[src/rtl/psum_accum_if.sv]
// psum_accum_if
//   Stream bundle between the corelet psum output, the accumulation stage and
//   the write-back path. Both directions use a valid/ready handshake.
//   in_valid / in_ready / in_data    : corelet psum vector into the stage
//   out_valid / out_ready / out_data : drained vector toward SRAM write-back
//   Lane i of a vector sits at bits [psum_bw*i +: psum_bw], two's complement.
//   slave  : the accumulation stage side
//   master : the side that feeds psums and sinks drained vectors
interface psum_accum_if #(
    parameter int psum_bw = 16,
    parameter int col     = 8
);
    logic                     in_valid;
    logic                     in_ready;
    logic [psum_bw*col-1:0]   in_data;
    logic                     out_valid;
    logic                     out_ready;
    logic [psum_bw*col-1:0]   out_data;

    modport slave (
        input  in_valid,
        input  in_data,
        output in_ready,
        output out_valid,
        input  out_ready,
        output out_data
    );

    modport master (
        output in_valid,
        output in_data,
        input  in_ready,
        input  out_valid,
        output out_ready,
        input  out_data
    );
endinterface

[src/rtl/psum_accum.sv]
// psum_accum
//   Accumulates num_pass kernel passes of corelet psum vectors into a register
//   buffer of depth vectors (per-lane saturating add), then drains the buffer
//   in order, optionally clamping negative lanes to zero.
//   clk      : rising-edge clock
//   reset    : asynchronous, active-low; clears control, buffer and outputs
//   start    : begins a tile, only honoured while idle
//   num_pass : passes per tile, latched on start (0 means 1)
//   relu_en  : latched on start; zero negative lanes when draining
//   bus      : psum input stream and drained output stream (slave side)
//   busy     : high whenever a tile is in progress
//   done     : one-cycle pulse after the final drained vector
module psum_accum #(
    parameter int psum_bw = 16,
    parameter int col     = 8,
    parameter int depth   = 16
) (
    input  logic                 clk,
    input  logic                 reset,
    input  logic                 start,
    input  logic [3:0]           num_pass,
    input  logic                 relu_en,
    psum_accum_if.slave          bus,
    output logic                 busy,
    output logic                 done
);
    localparam int aw    = (depth > 1) ? $clog2(depth) : 1;
    localparam int vec_w = psum_bw * col;

    localparam logic [aw-1:0]              last_idx = aw'(depth - 1);
    localparam logic signed [psum_bw-1:0]  lane_max = {1'b0, {(psum_bw-1){1'b1}}};
    localparam logic signed [psum_bw-1:0]  lane_min = {1'b1, {(psum_bw-1){1'b0}}};

    typedef logic [vec_w-1:0] vec_t;
    typedef enum logic [1:0] {IDLE, ACCUM, DRAIN} state_t;

    state_t       state_q, state_d;
    logic [aw-1:0] idx;
    logic [3:0]   pass;
    logic [3:0]   npass_q;
    logic         relu_q;
    logic         done_q;
    vec_t         acc_mem [depth];

    logic         in_fire;
    logic         out_fire;
    logic         last_pass;

    // One extra bit holds the exact lane sum; a disagreement between the two
    // top bits means the result left the lane range, and the top bit gives
    // the direction of the overflow.
    function automatic logic signed [psum_bw-1:0] sat_add(
        input logic signed [psum_bw-1:0] a,
        input logic signed [psum_bw-1:0] b
    );
        logic signed [psum_bw:0] s;
        s = {a[psum_bw-1], a} + {b[psum_bw-1], b};
        if (s[psum_bw] != s[psum_bw-1])
            return s[psum_bw] ? lane_min : lane_max;
        return s[psum_bw-1:0];
    endfunction

    function automatic vec_t accum_vec(input vec_t old_v, input vec_t new_v);
        vec_t r;
        r = '0;
        for (int l = 0; l < col; l++)
            r[l*psum_bw +: psum_bw] = sat_add(old_v[l*psum_bw +: psum_bw],
                                              new_v[l*psum_bw +: psum_bw]);
        return r;
    endfunction

    function automatic vec_t relu_vec(input vec_t v);
        vec_t r;
        r = v;
        for (int l = 0; l < col; l++)
            if (v[l*psum_bw + psum_bw - 1])
                r[l*psum_bw +: psum_bw] = '0;
        return r;
    endfunction

    assign in_fire   = bus.in_valid && bus.in_ready;
    assign out_fire  = bus.out_valid && bus.out_ready;
    assign last_pass = (pass == npass_q - 4'd1);

    always_comb begin
        state_d       = state_q;
        bus.in_ready  = 1'b0;
        bus.out_valid = 1'b0;
        case (state_q)
            IDLE: begin
                if (start)
                    state_d = ACCUM;
            end
            ACCUM: begin
                bus.in_ready = 1'b1;
                if (in_fire && idx == last_idx && last_pass)
                    state_d = DRAIN;
            end
            DRAIN: begin
                bus.out_valid = 1'b1;
                if (out_fire && idx == last_idx)
                    state_d = IDLE;
            end
            default: state_d = IDLE;
        endcase
    end

    always_ff @(posedge clk or negedge reset) begin
        if (!reset) begin
            state_q <= IDLE;
            idx     <= '0;
            pass    <= '0;
            npass_q <= 4'd1;
            relu_q  <= 1'b0;
            done_q  <= 1'b0;
            for (int i = 0; i < depth; i++)
                acc_mem[i] <= '0;
        end else begin
            state_q <= state_d;
            done_q  <= out_fire && (idx == last_idx);
            case (state_q)
                IDLE: begin
                    if (start) begin
                        idx     <= '0;
                        pass    <= '0;
                        npass_q <= (num_pass == 4'd0) ? 4'd1 : num_pass;
                        relu_q  <= relu_en;
                    end
                end
                ACCUM: begin
                    if (in_fire) begin
                        // Pass 0 overwrites, so stale contents never need clearing.
                        acc_mem[idx] <= (pass == 4'd0) ? bus.in_data
                                                       : accum_vec(acc_mem[idx], bus.in_data);
                        // depth is a power of two, so idx wraps to 0 by itself,
                        // which also leaves it at 0 for the drain.
                        idx <= idx + 1'b1;
                        if (idx == last_idx)
                            pass <= pass + 4'd1;
                    end
                end
                DRAIN: begin
                    if (out_fire)
                        idx <= idx + 1'b1;
                end
                default: ;
            endcase
        end
    end

    assign bus.out_data = bus.out_valid ? (relu_q ? relu_vec(acc_mem[idx]) : acc_mem[idx])
                                        : '0;
    assign busy = (state_q != IDLE);
    assign done = done_q;

endmodule

[src/flat_wrapper.sv]
// flat-port wrapper written by rule: the top's interface ports become plain ports
module psum_accum_flat 
#(
    parameter int psum_bw = 16,
    parameter int col     = 8,
    parameter int depth   = 16
)
  (clk, reset, start, num_pass, relu_en, busy, done, bus_in_valid, bus_in_data, bus_in_ready, bus_out_valid, bus_out_ready, bus_out_data);
  psum_accum_if #(.psum_bw(psum_bw), .col(col)) bus_i ();
  input  logic clk;
  input  logic reset;
  input  logic start;
  input  logic [3:0] num_pass;
  input  logic relu_en;
  output logic busy;
  output logic done;
  input wire logic [$bits(bus_i.in_valid)-1:0] bus_in_valid;
  input wire logic [$bits(bus_i.in_data)-1:0] bus_in_data;
  output wire logic [$bits(bus_i.in_ready)-1:0] bus_in_ready;
  output wire logic [$bits(bus_i.out_valid)-1:0] bus_out_valid;
  input wire logic [$bits(bus_i.out_ready)-1:0] bus_out_ready;
  output wire logic [$bits(bus_i.out_data)-1:0] bus_out_data;
  assign bus_i.in_valid = bus_in_valid;
  assign bus_i.in_data = bus_in_data;
  assign bus_in_ready = bus_i.in_ready;
  assign bus_out_valid = bus_i.out_valid;
  assign bus_i.out_ready = bus_out_ready;
  assign bus_out_data = bus_i.out_data;
  psum_accum #(.psum_bw(psum_bw), .col(col), .depth(depth)) u_core (.clk(clk), .reset(reset), .start(start), .num_pass(num_pass), .relu_en(relu_en), .bus(bus_i), .busy(busy), .done(done));
endmodule
[config.mk]
export PLATFORM = sky130hd
export DESIGN_NAME = psum_accum_flat
export DESIGN_NICKNAME = d
export VERILOG_FILES = /design/src/rtl/psum_accum_if.sv /design/src/rtl/psum_accum.sv /design/src/flat_wrapper.sv
export SDC_FILE = /design/constraint.sdc
export NUM_CORES = 2
export LEC_CHECK = 0
export CAP_MARGIN = 10
export CORE_MARGIN = 8
export CORE_UTILIZATION = 50
export CTS_CLUSTER_DIAMETER = 200
export CTS_CLUSTER_SIZE = 28
export DETAILED_ROUTE_END_ITERATION = 10
export GPL_TIMING_DRIVEN = 1
export PLACE_DENSITY = 0.69
export SYNTH_ARGS = -nofsm -noshare
export SYNTH_HDL_FRONTEND = slang
export SYNTH_SLANG_ARGS = --single-unit
[constraint.sdc]
create_clock -name clk -period 6.55 [get_ports clk]
set_input_delay 1.31 -clock clk [delete_from_list [all_inputs] [get_ports clk]]
set_output_delay 1.31 -clock clk [all_outputs]
set_load 0.02 [all_outputs]
* Word-level counts from Yosys, hierarchy flattened
Cells that the tools add are included.
** Word-level totals
- Flip-flop bits (word level) :: 2064
- Bits in latches :: 0
- Input bits :: 138
- RAM bits :: 0
- Logic and storage cells :: 166
- Bits in read-only memories :: 0
- Memories :: 0
** Cells by class
- Shift-type cells :: 0
- Mux-type cells :: 95
- Multipliers :: 0
- $add $sub $neg :: 11
- $lt $le $gt $ge :: 2
- Equal/unequal tests :: 18
- Bitwise logic cells :: 1
- Divide/modulo/power cells :: 0
- Reduce and logical (&&, ||, !) cells :: 17
** Operators by type and width (count)
- $bwmux W2048 :: 1
- $mux W128 :: 6
- $mux W16 :: 40
- $bmux W128 S4 :: 1
- $demux W128 S4 :: 1
- $add A16 B16 Y17 :: 8
- $mux W15 :: 8
- $mux W1 :: 26
- $mux W4 :: 6
- $pmux W4 S3 :: 1
- $ne A2 B1 Y1 const B :: 5
- $add A4 B1 Y4 const B :: 2
- $logic_not A4 Y1 :: 2
- $ne A1 B1 Y1 :: 8
- $pmux W4 S2 :: 1
- $reduce_and A4 Y1 :: 2
- $logic_and A1 B1 Y1 :: 6
- $mux W2 :: 3
- $pmux W2 S3 :: 1
- $ge A5 B5 Y1 const B :: 1
- $lt A5 B1 Y1 const B :: 1
- $not A4 Y5 :: 1
- $eq A4 B4 Y1 :: 1
- $eq A4 B4 Y1 const B :: 1
- 9 further kinds :: 11

* Depth between registers and ports, before layout
- Depth in word-level cells :: 14
- Mapped depth :: 24

* Least setup slack after synthesis
No wires, ideal clock.
- Kind :: reg2reg
- Start :: register u_core.idx[0]
- End :: register u_core.acc_mem[1191] (netlist name)
- Cell stages (with the launch flop) :: 23
- Clock period less this slack :: 5766 ps
- Path buffers :: 5
- Arrival time :: 5641 ps
- Slack :: 784 ps
- Setup time :: 125 ps
- Cell sequence :: dfrtp_1 > clkbuf_1 > buf_1 > mux4_2 > mux4_2 > ha_1 > a211oi_1 > o211ai_1 > a22o_1 > o21ai_0 > nor2b_1 > o21ai_0 > nand2b_1 > xor2_1 > ha_1 > clkbuf_1 > o21a_1 > a41oi_2 > buf_6 > o211ai_1 > o21a_2 > buf_2 > mux2_2
** Between the ends
- Cells in the longest elaborated chain, start to end :: 14
- Elaborated cells on any way between the ends :: 21
- Those cells by class :: 1 x add/sub; 2 x order compare; 1 x eq/ne; 15 x mux; 1 x bitwise; 1 x reduce/logical
** Ends and longest elaborated chain
- start, declared :: RTL line psum_accum.sv:38 : logic [aw-1:0] idx;
- start signal, assigned :: RTL line psum_accum.sv:137 : idx <= idx + 1'b1;
- start signal, assigned :: RTL line psum_accum.sv:144 : idx <= idx + 1'b1;
- $not A4 Y5 (*) :: RTL line psum_accum.sv:133, psum_accum.sv:134
- $bmux W128 S4 :: RTL line psum_accum.sv:134 : : accum_vec(acc_mem[idx], bus.in_data);
- $mux W128 (not written as such) (2 in series) :: RTL line psum_accum.sv:134
- $add A16 B16 Y17 :: RTL line psum_accum.sv:57 : s = {a[psum_bw-1], a} + {b[psum_bw-1], b};
- $ne A1 B1 Y1 :: RTL line psum_accum.sv:58 : if (s[psum_bw] != s[psum_bw-1])
- $mux W1 :: RTL line psum_accum.sv:58
- $mux W1 :: RTL line psum_accum.sv:131 : if (in_fire) begin
- $mux W1 :: RTL line psum_accum.sv:121 : case (state_q)
- $mux W16 :: RTL line psum_accum.sv:60 : return s[psum_bw-1:0];
- $mux W16 :: RTL line psum_accum.sv:131
- $mux W16 :: RTL line psum_accum.sv:121
- $mux W128 :: RTL line psum_accum.sv:133 : acc_mem[idx] <= (pass == 4'd0) ? bus.in_data
- $bwmux W2048 (*) :: RTL line psum_accum.sv:133
- end signal, assigned by index :: RTL line psum_accum.sv:133
- end, declared :: RTL line psum_accum.sv:43 : vec_t acc_mem [depth];
Mark *: on every way between the ends. The rest lies on a longest branch, timed or not. The select of a mux whose other input is x is not followed.
A chain may end at the register's enable or synchronous reset.

* Final worst setup path
- Start :: register u_core.idx[0]
- End :: output bus_out_data[0]
** Between the ends
- Cells in the longest elaborated chain, start to end :: 7
** Ends and longest elaborated chain
- $not A4 Y5 (not written as such) (*) :: RTL line psum_accum.sv:151 : assign bus.out_data = bus.out_valid ? (relu_q ? relu_vec(acc_mem[idx]) : acc_mem[idx])
- $bmux W128 S4 (*) :: RTL line psum_accum.sv:151
- $mux W128 (not written as such) (*) (2 in series) :: RTL line psum_accum.sv:151
- $mux W15 :: RTL line psum_accum.sv:76 : if (v[l*psum_bw + psum_bw - 1])
- $mux W128 (*) (2 in series) :: RTL line psum_accum.sv:151
- end, declared :: RTL line flat_wrapper.sv:22 : output wire logic [$bits(bus_i.out_data)-1:0] bus_out_data;
Marked as above.

==> flow_metrics.py <==
metrics = {
    "status": {
        "status": "complete, no violations",
    },
    "pwr": {
        "p_int_mw": 28.36,
        "pwr-share-seq_pct": 38.7,
        "p_comb_share_pct": 47.8,
        "power.density_nw_per_um2": 447.5,
        "switching_share_pct": 40.32,
        "ir_drop_mv": 0.4178,
        "pwr-share-clk_pct": 13.4,
        "switchingPower_mw": 19.16,
        "p_leak_nw": 45.92,
    },
    "placed_design": {
        "gp_congestion": 0.8868,
        "dp_hpwl_um": 169600,
        "pre_cts_ws_ps": 158.0,
        "numPortBuffers": 269,
    },
    "setup_path": {
        "critPathKind": "register to output port",
        "cp.arrival_ps": 4940,
        "cp-end-kind": "output port",
        "worstPathRequired_ps": 5240,
        "start_kind": "register",
        "worstPathMaxFanout": 24,
        "rrSetupSlack_ps": 410,
    },
    "final_layout": {
        "final_util_pct": 54.06,
        "fillers": 16750,
        "finish.net_count": 9066,
        "drive_gt1_share_pct": 13.30,
        "syn2layout_area_growth_pct": 7.943,
    },
    "timing": {
        "finalMaxSlewViolations": 0,
        "setup_viol": 0,
        "setup_ws_ps": 304.4,
        "relSlewSlack_pct": 17.48,
        "rsz0062_at_grt": "false",
        "finalHoldViolations": 0,
        "post-route-min-period_ps": 6246,
        "finalCritPeriodShare_pct": 95.35,
        "worst_clock_skew_ps": 43.48,
        "worst_slew_pin_slew_ps": 1229,
        "fmax_mhz": 160.1,
    },
    "yosys": {
        "synthesis.area_um2": 98370,
        "postSynthAreaPerCell_um2": 10.99,
        "synth_top_flop_cell": "dfrtp_1",
        "ys_seq_area_share_pct": 52.51,
        "ys_seq_elements": 2064,
        "netlist_instances": 8949,
        "async_flop_share_pct": 100.0,
        "yosysUniqueCellTypes": 94,
        "syn_nets": 9247,
        "yosysWarnings": 0,
        "synth_edf_count": 0,
    },
    "floorplan": {
        "fp.dieW_um": 459.6,
        "die_area_um2": 211200,
        "die_h_um": 459.6,
        "rows": 163,
        "initial_core_util_pct": 50.09,
        "core_um2": 196400,
        "io_pins": 270,
    },
    "min_path": {
        "hold_path_class": "register to register",
    },
    "routing": {
        "vias_per_cell": 6.222,
        "totalWireLength_um": 281500,
        "dr_wl_met3_um": 22530,
        "num_vias": 71120,
        "dr.pass1.iters": 6,
        "wl_met1_um": 116300,
        "drc": 0,
        "drt_iter0_markers": 7407,
        "top_layer_used": "met5",
        "wire_per_inst_um": 24.63,
        "ant_nets": 0,
        "wl_met2_um": 132400,
    },
    "global_routing": {
        "grt-ovfl-total": 0,
        "grt_pass1_wl_um": 433700,
        "antenna_found_initial": 9,
        "grt_pass1_vias": 71190,
        "grt_max_degree": 188,
        "grt_use_total_pct": 26.21,
    },
    "clock_tree": {
        "htreeDepth": 3,
        "cts_buffers": 83,
        "cts_tree": "built",
        "clk_pin_slew_ps": 120,
        "clockRootBuffer": "clkbuf_16",
        "clkLatencyLatePin_ps": 780,
        "clockBufferDepth": 3,
        "clock-sinks": 2064,
    },
    "run": {
        "maxCapViolCount": 0,
    },
}
synth_stat cells, types with 49 or more instances:
library cell,n,area [um2]
o21ai_1,709,3548
o221ai_1,161,1410
a21oi_1,138,690.7
xor2_1,49,429.2
a221oi_1,90,788.3
nand2_1,2008,7537
inv_1,68,255.2
clkbuf_1,607,2278
o21ai_0,1052,5265
and2_1,131,819.5
buf_2,126,630.6
ha_1,152,1902
dfrtp_1,2063,51620
mux4_2,640,14410
nor2_1,288,1081
path summary, 6_finish.rpt:
check                                                  from                          endpoint  cells past startpoint
min in group asynchronous                             reset  u_core.acc_mem[1315]$_DFFE_PN0P_                      1
max in group asynchronous                             reset  u_core.acc_mem[2024]$_DFFE_PN0P_                      3
hold / removal             u_core.acc_mem[1822]$_DFFE_PN0P_  u_core.acc_mem[1822]$_DFFE_PN0P_                      2
setup / recovery                  u_core.idx[0]$_DFFE_PN0P_                   bus_out_data[0]                     10
setup reg to reg                  u_core.idx[0]$_DFFE_PN0P_  u_core.acc_mem[1621]$_DFFE_PN0P_                     17
hold reg to reg            u_core.acc_mem[1822]$_DFFE_PN0P_  u_core.acc_mem[1822]$_DFFE_PN0P_                      2
cell type report:
cell class	instances	area, um2	share of cell area, %
antenna	9	22.52	0.02121
clock buffer	93	2178	2.052
inverter	68	255.2	0.2404
sequential	2064	51670	48.66
tap	2640	3303	3.111
multi-input combinational	6037	43490	40.96
clock inverter	5	66.31	0.06245
timing repair buffer	514	5195	4.893
per-stage QoR:
step	hold WS [ps]	setup TNS (ps)	area (um2)	total power, mW	std cells
3_5_place_dp	462.9	0	103800	41.08	11320
2_1_floorplan	440.5	0	98370	34.69	8949
4_1_cts	488.0	-14.72	106100	47.40	11420
6_report	485.0	0	106200	47.52	11430
5_1_grt	503.1	0	106200	50.43	11430
3_3_place_gp	452.1	0	103800	40.24	11320
worst max-delay path, cell delays in order (launching register included):
cell and delay (ps):
dfrtp_4 730, buf_12 290, buf_12 200, buf_12 240, buf_4 350, mux4_2 560, mux4_2 570, a21oi_4 220
buf_4 200, and2_1 150, clkdlybuf4s50_1 610
kinds of logic (layout without fill, tap and decap cells):
group	after synthesis	count (layout)	share of synthesized area, %
and+or+nand+nor	2587	2587	10.59
AOI/OAI and AO/OA	2514	2514	15.31
DFF	2064	2064	52.51
buffers and inverters	848	680	3.530
muxes	681	681	15.12
adders and majority gates	160	160	2.096
xor gates and xnor gates	95	95	0.8459
other	0	9	0
repair_timing:
action,4_1_cts,5_1_grt
resized for setup,2,4
buffers inserted,0,3
setup endpoints to repair,27,116
pin swaps,1,1
hold buffers,0,0
sequential cells by signal (all words and copies together) (netlist names):
signal and count:
u_core.acc_mem 2048, u_core.done 1, u_core.idx 4, u_core.npass_q 4, u_core.pass 4, u_core.relu_q 1
u_core.state_q 2
metal layers:
layer | vias to the layer above | global-route usage, %
li1 | 31590 | -
met1 | 36020 | 36.69
met2 | 3005 | 42.24
met3 | 506 | 4.386
met4 | 4 | 8.439
met5 | - | 0
power groups by stage:
stage / clock network (mW) / logic (mW) / registers, mW
after floorplan: 0 / 16.9 / 17.8
after global placement: 0 / 21.9 / 18.4
after detailed placement: 0 / 22.5 / 18.6
after CTS: 6.49 / 22.6 / 18.4
after global routing: 6.91 / 24.7 / 18.8
final: 6.38 / 22.7 / 18.4
cells in the final DEF, fill, tap and decap left out, types with 11 or more instances in the layout:
master / n
mux4_2: 640
o22ai_1: 28
a221oi_2: 20
nand2_1: 1996
a21oi_4: 11
o211ai_1: 28
xnor2_1: 46
nor2_1: 275
or3_1: 14
xor2_1: 49
nor2b_1: 12
o21ai_2: 23
o31ai_1: 23
clkbuf_16: 86
nor3_1: 29
a21oi_1: 138
a211oi_1: 31
o221ai_1: 161
dfrtp_1: 2058
ha_1: 152
clkdlybuf4s50_1: 268
nor2_2: 11
mux2_2: 38
o21a_1: 35
o21ai_0: 1052
nand3_1: 19
and2_1: 131
a21o_1: 46
o21ai_1: 707
buf_4: 193
nand2b_1: 34
nand2_4: 13
a21oi_2: 12
a221oi_1: 90
buf_12: 51
inv_1: 67
(Power assumes the default switching activity.)
